File: config.mk
export PLATFORM = sky130hd
export DESIGN_NAME = mem_bus_arbiter
export DESIGN_NICKNAME = d
export VERILOG_FILES = /design/src/rtl/mem_bus_arbiter_pkg.sv /design/src/rtl/mem_bus_arbiter.sv
export SDC_FILE = /design/constraint.sdc
export NUM_CORES = 1
export LEC_CHECK = 0
export ABC_AREA = 1
export BUFFER_PORTS_ARGS = -buffer_cell sky130_fd_sc_hd__buf_2
export CAP_MARGIN = 20
export CORE_AREA = 8 8 109 111
export CTS_BUF_LIST = sky130_fd_sc_hd__clkbuf_8
export DETAILED_ROUTE_END_ITERATION = 16
export DIE_AREA = 0 0 117 119
export PLACE_DENSITY = 0.7
export SLEW_MARGIN = 20
export SYNTH_ARGS = -nofsm -noshare
export SYNTH_HDL_FRONTEND = slang
export SYNTH_SLANG_ARGS = --single-unit
File: constraint.sdc
create_clock -name clk -period 4.25 [get_ports clk]
set_input_delay 0.425 -clock clk [delete_from_list [all_inputs] [get_ports clk]]
set_output_delay 0.425 -clock clk [all_outputs]
set_load 0.03 [all_outputs]
File: src/rtl/mem_bus_arbiter_pkg.sv
// Shared types and defaults for the two-requester memory bus arbiter.
package mem_bus_arbiter_pkg;

  localparam int ADDR_W_DEF = 32;
  localparam int DATA_W_DEF = 32;

  typedef enum logic [1:0] {
    IDLE  = 2'd0,
    LOCK0 = 2'd1,
    LOCK1 = 2'd2
  } arb_state_t;

  // Two-input round-robin pick: on a tie the requester not granted last wins.
  function automatic logic rr_pick(input logic r0, input logic r1, input logic last);
    if (r0 && r1) return ~last;
    return r1;
  endfunction

endpackage

File: src/rtl/mem_bus_arbiter.sv
// Arbitrates CPU (0) and loader (1) onto one memory port with burst locking,
// round-robin tie break, starvation-forced handover and one-cycle read return.
module mem_bus_arbiter
  import mem_bus_arbiter_pkg::*;
#(
  parameter int ADDR_W       = ADDR_W_DEF,
  parameter int DATA_W       = DATA_W_DEF,
  parameter int STARVE_LIMIT = 4
) (
  input  logic              clk,
  input  logic              reset,
  input  logic              req0,
  input  logic              req1,
  input  logic              lock0,
  input  logic              lock1,
  input  logic              we0,
  input  logic              we1,
  input  logic [ADDR_W-1:0] addr0,
  input  logic [ADDR_W-1:0] addr1,
  input  logic [DATA_W-1:0] wdata0,
  input  logic [DATA_W-1:0] wdata1,
  output logic              gnt0,
  output logic              gnt1,
  output logic              rvalid0,
  output logic              rvalid1,
  output logic [DATA_W-1:0] rdata0,
  output logic [DATA_W-1:0] rdata1,
  output logic [ADDR_W-1:0] memAddr,
  output logic [DATA_W-1:0] memDataIn,
  output logic              memWEn,
  input  logic [DATA_W-1:0] memDataOut
);

  localparam logic [7:0] STARVE_LAST = 8'(STARVE_LIMIT - 1);

  logic [1:0]        req_vec;
  logic [1:0]        lock_vec;
  logic [1:0]        we_vec;
  arb_state_t        state_reg, state_next;
  logic              last_reg, last_next;
  logic [7:0]        starve_reg, starve_next;
  logic [1:0]        gnt_next;
  logic [1:0]        gnt;
  logic [1:0]        rd_pend_reg;
  logic [1:0]        rvalid_vec;
  logic [DATA_W-1:0] rdata_vec [2];
  logic              pick;
  logic              owner;

  assign req_vec  = {req1, req0};
  assign lock_vec = {lock1, lock0};
  assign we_vec   = {we1, we0};

  always_comb begin
    state_next  = state_reg;
    last_next   = last_reg;
    starve_next = '0;
    gnt_next    = '0;
    pick        = rr_pick(req0, req1, last_reg);
    owner       = (state_reg == LOCK1);
    case (state_reg)
      IDLE: begin
        if (|req_vec) begin
          gnt_next[pick] = 1'b1;
          last_next      = pick;
          if (lock_vec[pick]) state_next = pick ? LOCK1 : LOCK0;
        end
      end
      LOCK0, LOCK1: begin
        state_next = IDLE;
        if (req_vec[owner]) begin
          gnt_next[owner] = 1'b1;
          last_next       = owner;
          if (lock_vec[owner]) begin
            state_next = state_reg;
            // The waiter's patience runs out: drop the lock after this grant.
            if (req_vec[~owner]) begin
              if (starve_reg >= STARVE_LAST) state_next = IDLE;
              else starve_next = starve_reg + 8'd1;
            end
          end
        end
      end
      default: state_next = IDLE;
    endcase
  end

  // Outputs are forced quiet for the whole reset cycle, including a read return.
  assign gnt = gnt_next & {2{~reset}};

  always_ff @(posedge clk) begin
    if (reset) begin
      state_reg   <= IDLE;
      last_reg    <= 1'b1;
      starve_reg  <= '0;
      rd_pend_reg <= '0;
    end else begin
      state_reg   <= state_next;
      last_reg    <= last_next;
      starve_reg  <= starve_next;
      rd_pend_reg <= gnt & ~we_vec;
    end
  end

  genvar gi;
  generate
    for (gi = 0; gi < 2; gi++) begin : g_rd
      assign rvalid_vec[gi] = rd_pend_reg[gi] & ~reset;
      assign rdata_vec[gi]  = rvalid_vec[gi] ? memDataOut : '0;
    end
  endgenerate

  assign gnt0    = gnt[0];
  assign gnt1    = gnt[1];
  assign rvalid0 = rvalid_vec[0];
  assign rvalid1 = rvalid_vec[1];
  assign rdata0  = rdata_vec[0];
  assign rdata1  = rdata_vec[1];

  always_comb begin
    memAddr   = '0;
    memDataIn = '0;
    memWEn    = 1'b0;
    if (gnt[0]) begin
      memAddr   = addr0;
      memDataIn = wdata0;
      memWEn    = we0;
    end else if (gnt[1]) begin
      memAddr   = addr1;
      memDataIn = wdata1;
      memWEn    = we1;
    end
  end

endmodule
==> flow_summary.ini, run 1 <==
[outcome]
status = finished clean

[floorplan]
die_w_microns = 117
die_h_microns = 119
io_pins = 301
core_sq_um = 10100
die_area_sq_um = 13900
start_util_pct = 20.3
num_rows = 37

[power]
p_per_area_nw_per_um2 = 425
vdd_drop_max_mv = 0.262
cellLeakagePower_nw = 2.66

[yosys]
synthesis.area_sq_um = 2050
postSynth.asyncResetShare_pct = 0
seq_area_frac_synth_pct = 12.7
ys_types = 19
ys.flop_type = dfxtp_1
syn_area_per_cell_sq_um = 5.09
synth_cells = 403
synth_edf_count = 0
synth_warnings = 0
synth_seq_cells = 13

[global_route]
grt_pass1_wl_mm = 16.1
gr-usage-all-layers_pct = 14.2
grt_max_degree = 65
first_global_vias = 3285
antenna_found_initial = 3
grt-ovfl-total = 0

[critical_path]
startpoint_type = flop
worstPathArrival_ps = 2580
worst-endpoint-required_ps = 3830
crit_type = reg2out
endpoint_kind = primary output
crit_fanout = 30

[sta]
setup_viol = 0
rsz0062_at_grt = false
fin_crit_ps = 3000
hold_slack_ps = 359
hold_violations = 0
skew_ps = 2.29
setup_tns_ps = 0
slew_headroom_pct = 29.3
final-max-slew-violation-count = 0
max_freq_ghz = 0.333
tightest_slew_ps = 1060
finalCritPeriodShare_pct = 70.7

[routing]
vias = 3301
wl_per_cell_microns = 13.2
routed_wl_mm = 11.0
ant_nets = 0
drc_errors = 0
drt-pass1-iter-count = 4
vias_per_cell = 3.97
drt_iter0_drc = 107

[final_layout]
num_antenna_cells = 0
drive_gt1_share_pct = 52.2
area_growth_pct = 77.7
n_fill_cell = 1131
final_common_cell = buf_2
largest_reg_flops = 8
final_cell_mix = buf_2 (300), nand2_1 (165), nor2_1 (82), nand2_2 (54), inv_1 (46)
nets = 869

[clock_tree]
cts_made_buffers = 3
cts_resized = 0
h-tree-depth = 1
cts_buffer_depth = 2
tritoncts = yes
hold_buffers = 0
clkTransAtPathRegs_ps = 50
clk_latency_ps = 230
cts_root_buf = clkbuf_8
cts_sinks = 13
cts_setup_buffers = 0

[place]
gp_congestion = 0.903
dp_hpwl_mm = 9.70
port_buffers = 300

[job]
cap_violations = 0

[worst_hold_path]
hold_path.class = in2reg
==> critical path, stage by stage, from the launching register on <==
cell,delay (ps)
dfxtp_1,350
inv_1,70
ha_1,360
nand3_1,170
o21ai_4,120
nand2_2,90
inv_2,530
buf_12,290
nand2_1,80
nand2_1,60
buf_2,190
==> synthesized netlist by cell type (2+ instances only) <==
library cell	count	area (sq um)
buf_12	6	120
buf_2	7	35.0
clkbuf_1	6	22.5
dfxtp_1	13	260
ha_1	4	50.1
inv_1	45	169
nand2_1	165	619
nand2_2	54	338
nand3_1	11	55.1
nand4_1	2	12.5
nor2_1	82	308
==> metal layers <==
metal | global-route usage, % | wire (microns)
met3 | 7.18 | 1770
met2 | 26.3 | 5340
met1 | 14.2 | 3740
met5 | 0 | 34
met4 | 1.36 | 69
==> worst paths after layout <==
check                                    from              to  slack [ps]  cells after the start
worst max-delay path             state_reg[0]     memAddr[22]        1250                     10
worst min-delay path                      we1  rd_pend_reg[1]         360                      2
worst max register to register   state_reg[0]    state_reg[1]        2630                     10
worst min register to register  starve_reg[0]   starve_reg[0]         430                      1
==> power by group <==
part / leakage, nW / switching, mW / internal [mW] / total, mW
registers: 0.108 / 0.0111 / 0.140 / 0.152
clock network: 0.0269 / 0.0380 / 0.0633 / 0.101
logic: 2.53 / 0.925 / 0.372 / 1.30
==> area by class of cell <==
cell class	count	area, sq um	area share [%]
inverter	46	173	4.74
clock buffer	3	41.3	1.13
sequential	13	260	7.15
multi-input combinational	330	1460	40.0
timing repair buffer	303	1540	42.2
clock inverter	1	3.75	0.103
tap	136	170	4.67
==> kinds of logic (layout without fill, tap and decap cells) <==
| family | count (synthesis) | after routing | synth area share (%) |
|---|---|---|---|
| buffers and inverters | 65 | 353 | 17.1 |
| other | 1 | 6 | 0.183 |
| AO/OA/AOI/OAI | 5 | 5 | 2.01 |
| adder cells (fa/ha/maj) | 4 | 4 | 2.44 |
| flip-flops | 13 | 13 | 12.7 |
| AND/OR/NAND/NOR | 315 | 315 | 65.6 |
==> through the flow <==
stage | cells | power [mW] | util, % | instance area, sq um | worst slack, ps
finish | 832 | 1.55 | 36.1 | 3640 | 1250
global route | 832 | 1.68 | 36.1 | 3640 | 1070
CTS | 832 | 1.57 | 36.1 | 3640 | 1250
detailed placement | 828 | 1.46 | 35.6 | 3600 | 1500
global placement | 828 | 1.46 | 35.6 | 3600 | 1560
floorplan | 408 | 1.14 | - | 2070 | 2110
Power figures use the tool's default switching activity.
==> run 2: changes to the inputs <==
Settings changed: CORE_AREA 8 8 109 111 to 8 8 110 112, DIE_AREA 0 0 117 119 to 0 0 118 120, PLACE_DENSITY 0.7 to 0.69.
Clock period 4.25 ns to 3.1 ns, I/O delays scaled along.
==> run 2 against run 1 <==
  * Critical path depth is the same
  * Worst setup slack got worse by 830 ps
  * Die area rose by 1.7%
  * Non-clock buffer count up 5
  * Sequential cell count is the same
  * Clock-buffer cell count did not move
  * Clock power is 51% higher
  * Sequential share of layout area decreased by 0.13 points
  * First-iteration DRC count rose by 36%
  * Total power is 40% higher
  * Register-to-register slack worse by 1100 ps
  * Core utilization fell by 0.76 points
  * Critical endpoint is now memAddr[0]
  * Highest routed layer is now met4
==> flow_summary.ini, run 2 (synthesis results as in run 1) <==
[critical_path]
slowest_stage = dfxtp_1
crit_family = buffers and inverters
critPathMostFrequentCell = nand2_2
path_cells = inv_1, ha_1, nand3_1, o21ai_4, nand2_2, inv_2, buf_12, nand2_2, nand2_1, buf_2
max_stage_delay_ps = 370
crit_type = reg2out
crit_fanout = 24
startpoint_type = flop
endpoint_kind = primary output
worstPathArrival_ps = 2370
crit_buf_inv = 4
worst-endpoint-required_ps = 2790

[power]
switching_share_pct = 62.2
sequentialPowerShare_pct = 9.5
p_switching_mw = 1.35
combPwrFrac_pct = 83.5
cellLeakagePower_nw = 2.70
report.power.total_mw = 2.18
internal_power_mw = 0.822
clkPwrFrac_pct = 7.0
p_per_area_nw_per_um2 = 586
vdd_drop_max_mv = 0.276

[routing]
drt_iter0_drc = 145
drc_errors = 0
routed_wl_mm = 11.0
ant_nets = 0
wl_per_cell_microns = 13.1
vias = 3396
vias_per_cell = 4.04
drt-pass1-iter-count = 4

[sta]
finalCritPeriodShare_pct = 86.5
slew_headroom_pct = 60.3
hold_violations = 0
skew_ps = 6.73
max_freq_ghz = 0.373
tightest_slew_ps = 593
rsz0062_at_grt = false
setup_viol = 0
hold_slack_ps = 239
setup_tns_ps = 0
final-max-slew-violation-count = 0
fin_crit_ps = 2680

[global_route]
grt_pass1_wl_mm = 16.7
grt-ovfl-total = 0
first_global_vias = 3413
antenna_found_initial = 1
grt_max_degree = 43
gr-usage-all-layers_pct = 14.2

[place]
post_dp_cell_area_sq_um = 3660
dp_hpwl_mm = 9.79
port_buffers = 300
gp_congestion = 0.891

[floorplan]
die_w_microns = 118
num_rows = 38
die_area_sq_um = 14200
die_h_microns = 120
core_sq_um = 10500
start_util_pct = 19.5
io_pins = 301

[clock_tree]
tritoncts = yes
cts_made_buffers = 3
cts_buffer_depth = 2
clk_latency_ps = 250
clkTransAtPathRegs_ps = 60
cts_resized = 0
cts_setup_buffers = 0
cts_sinks = 13
hold_buffers = 0
cts_root_buf = clkbuf_8
h-tree-depth = 1

[final_layout]
final_common_cell = buf_2
num_antenna_cells = 0
design_area_sq_um = 3710
nets = 874
final_cell_mix = buf_2 (300), nand2_1 (164), nor2_1 (82), nand2_2 (55), inv_1 (46)
area_growth_pct = 81.1
n_fill_cell = 1187
drive_gt1_share_pct = 52.6
largest_reg_flops = 8
utilization_pct = 35.3

[outcome]
status = finished clean

[job]
cap_violations = 0

[worst_hold_path]
hold_path.class = in2reg
run 2: cell type report:
class / count / area, sq um / area share (%)
Clock inverter: 1 / 3.75 / 0.101
Timing Repair Buffer: 308 / 1600 / 43.1
Sequential cell: 13 / 260 / 7.01
Inverter: 46 / 173 / 4.65
Multi-Input combinational cell: 330 / 1460 / 39.3
Clock buffer: 3 / 41.3 / 1.11
Tap cell: 140 / 175 / 4.72
run 2: worst paths after layout:
kind | from | end | slack (ps) | cells past startpoint
hold reg to reg | starve_reg[0] | starve_reg[0] | 420 | 1
setup reg to reg | state_reg[1] | state_reg[1] | 1490 | 10
setup / recovery | state_reg[1] | memAddr[0] | 420 | 10
hold / removal | we0 | rd_pend_reg[0] | 240 | 2
run 2: metrics by stage:
step                      setup WS, ps  std cells
final                              420        841
after global routing               230        841
after CTS                          384        841
after detailed placement           668        837
after global placement             706        837
after floorplan                   1070        408
run 2: power groups by stage:
stage | Combinational (mW) | Clock (mW) | Sequential (mW)
final | 1.82 | 0.153 | 0.207
after global routing | 1.97 | 0.162 | 0.211
after CTS | 1.84 | 0.155 | 0.207
after detailed placement | 1.83 | 0 | 0.210
after global placement | 1.82 | 0 | 0.210
after floorplan | 1.36 | 0 | 0.208
run 2: per-layer routing:
metal / GRT usage, % / up-vias / share of wire [%]
li1: - / 1759 / -
met1: 14.9 / 1428 / 39
met2: 27.6 / 202 / 51
met3: 4.93 / 7 / 9.4
met4: 1.44 / 0 / 0.48
met5: 0 / - / 0
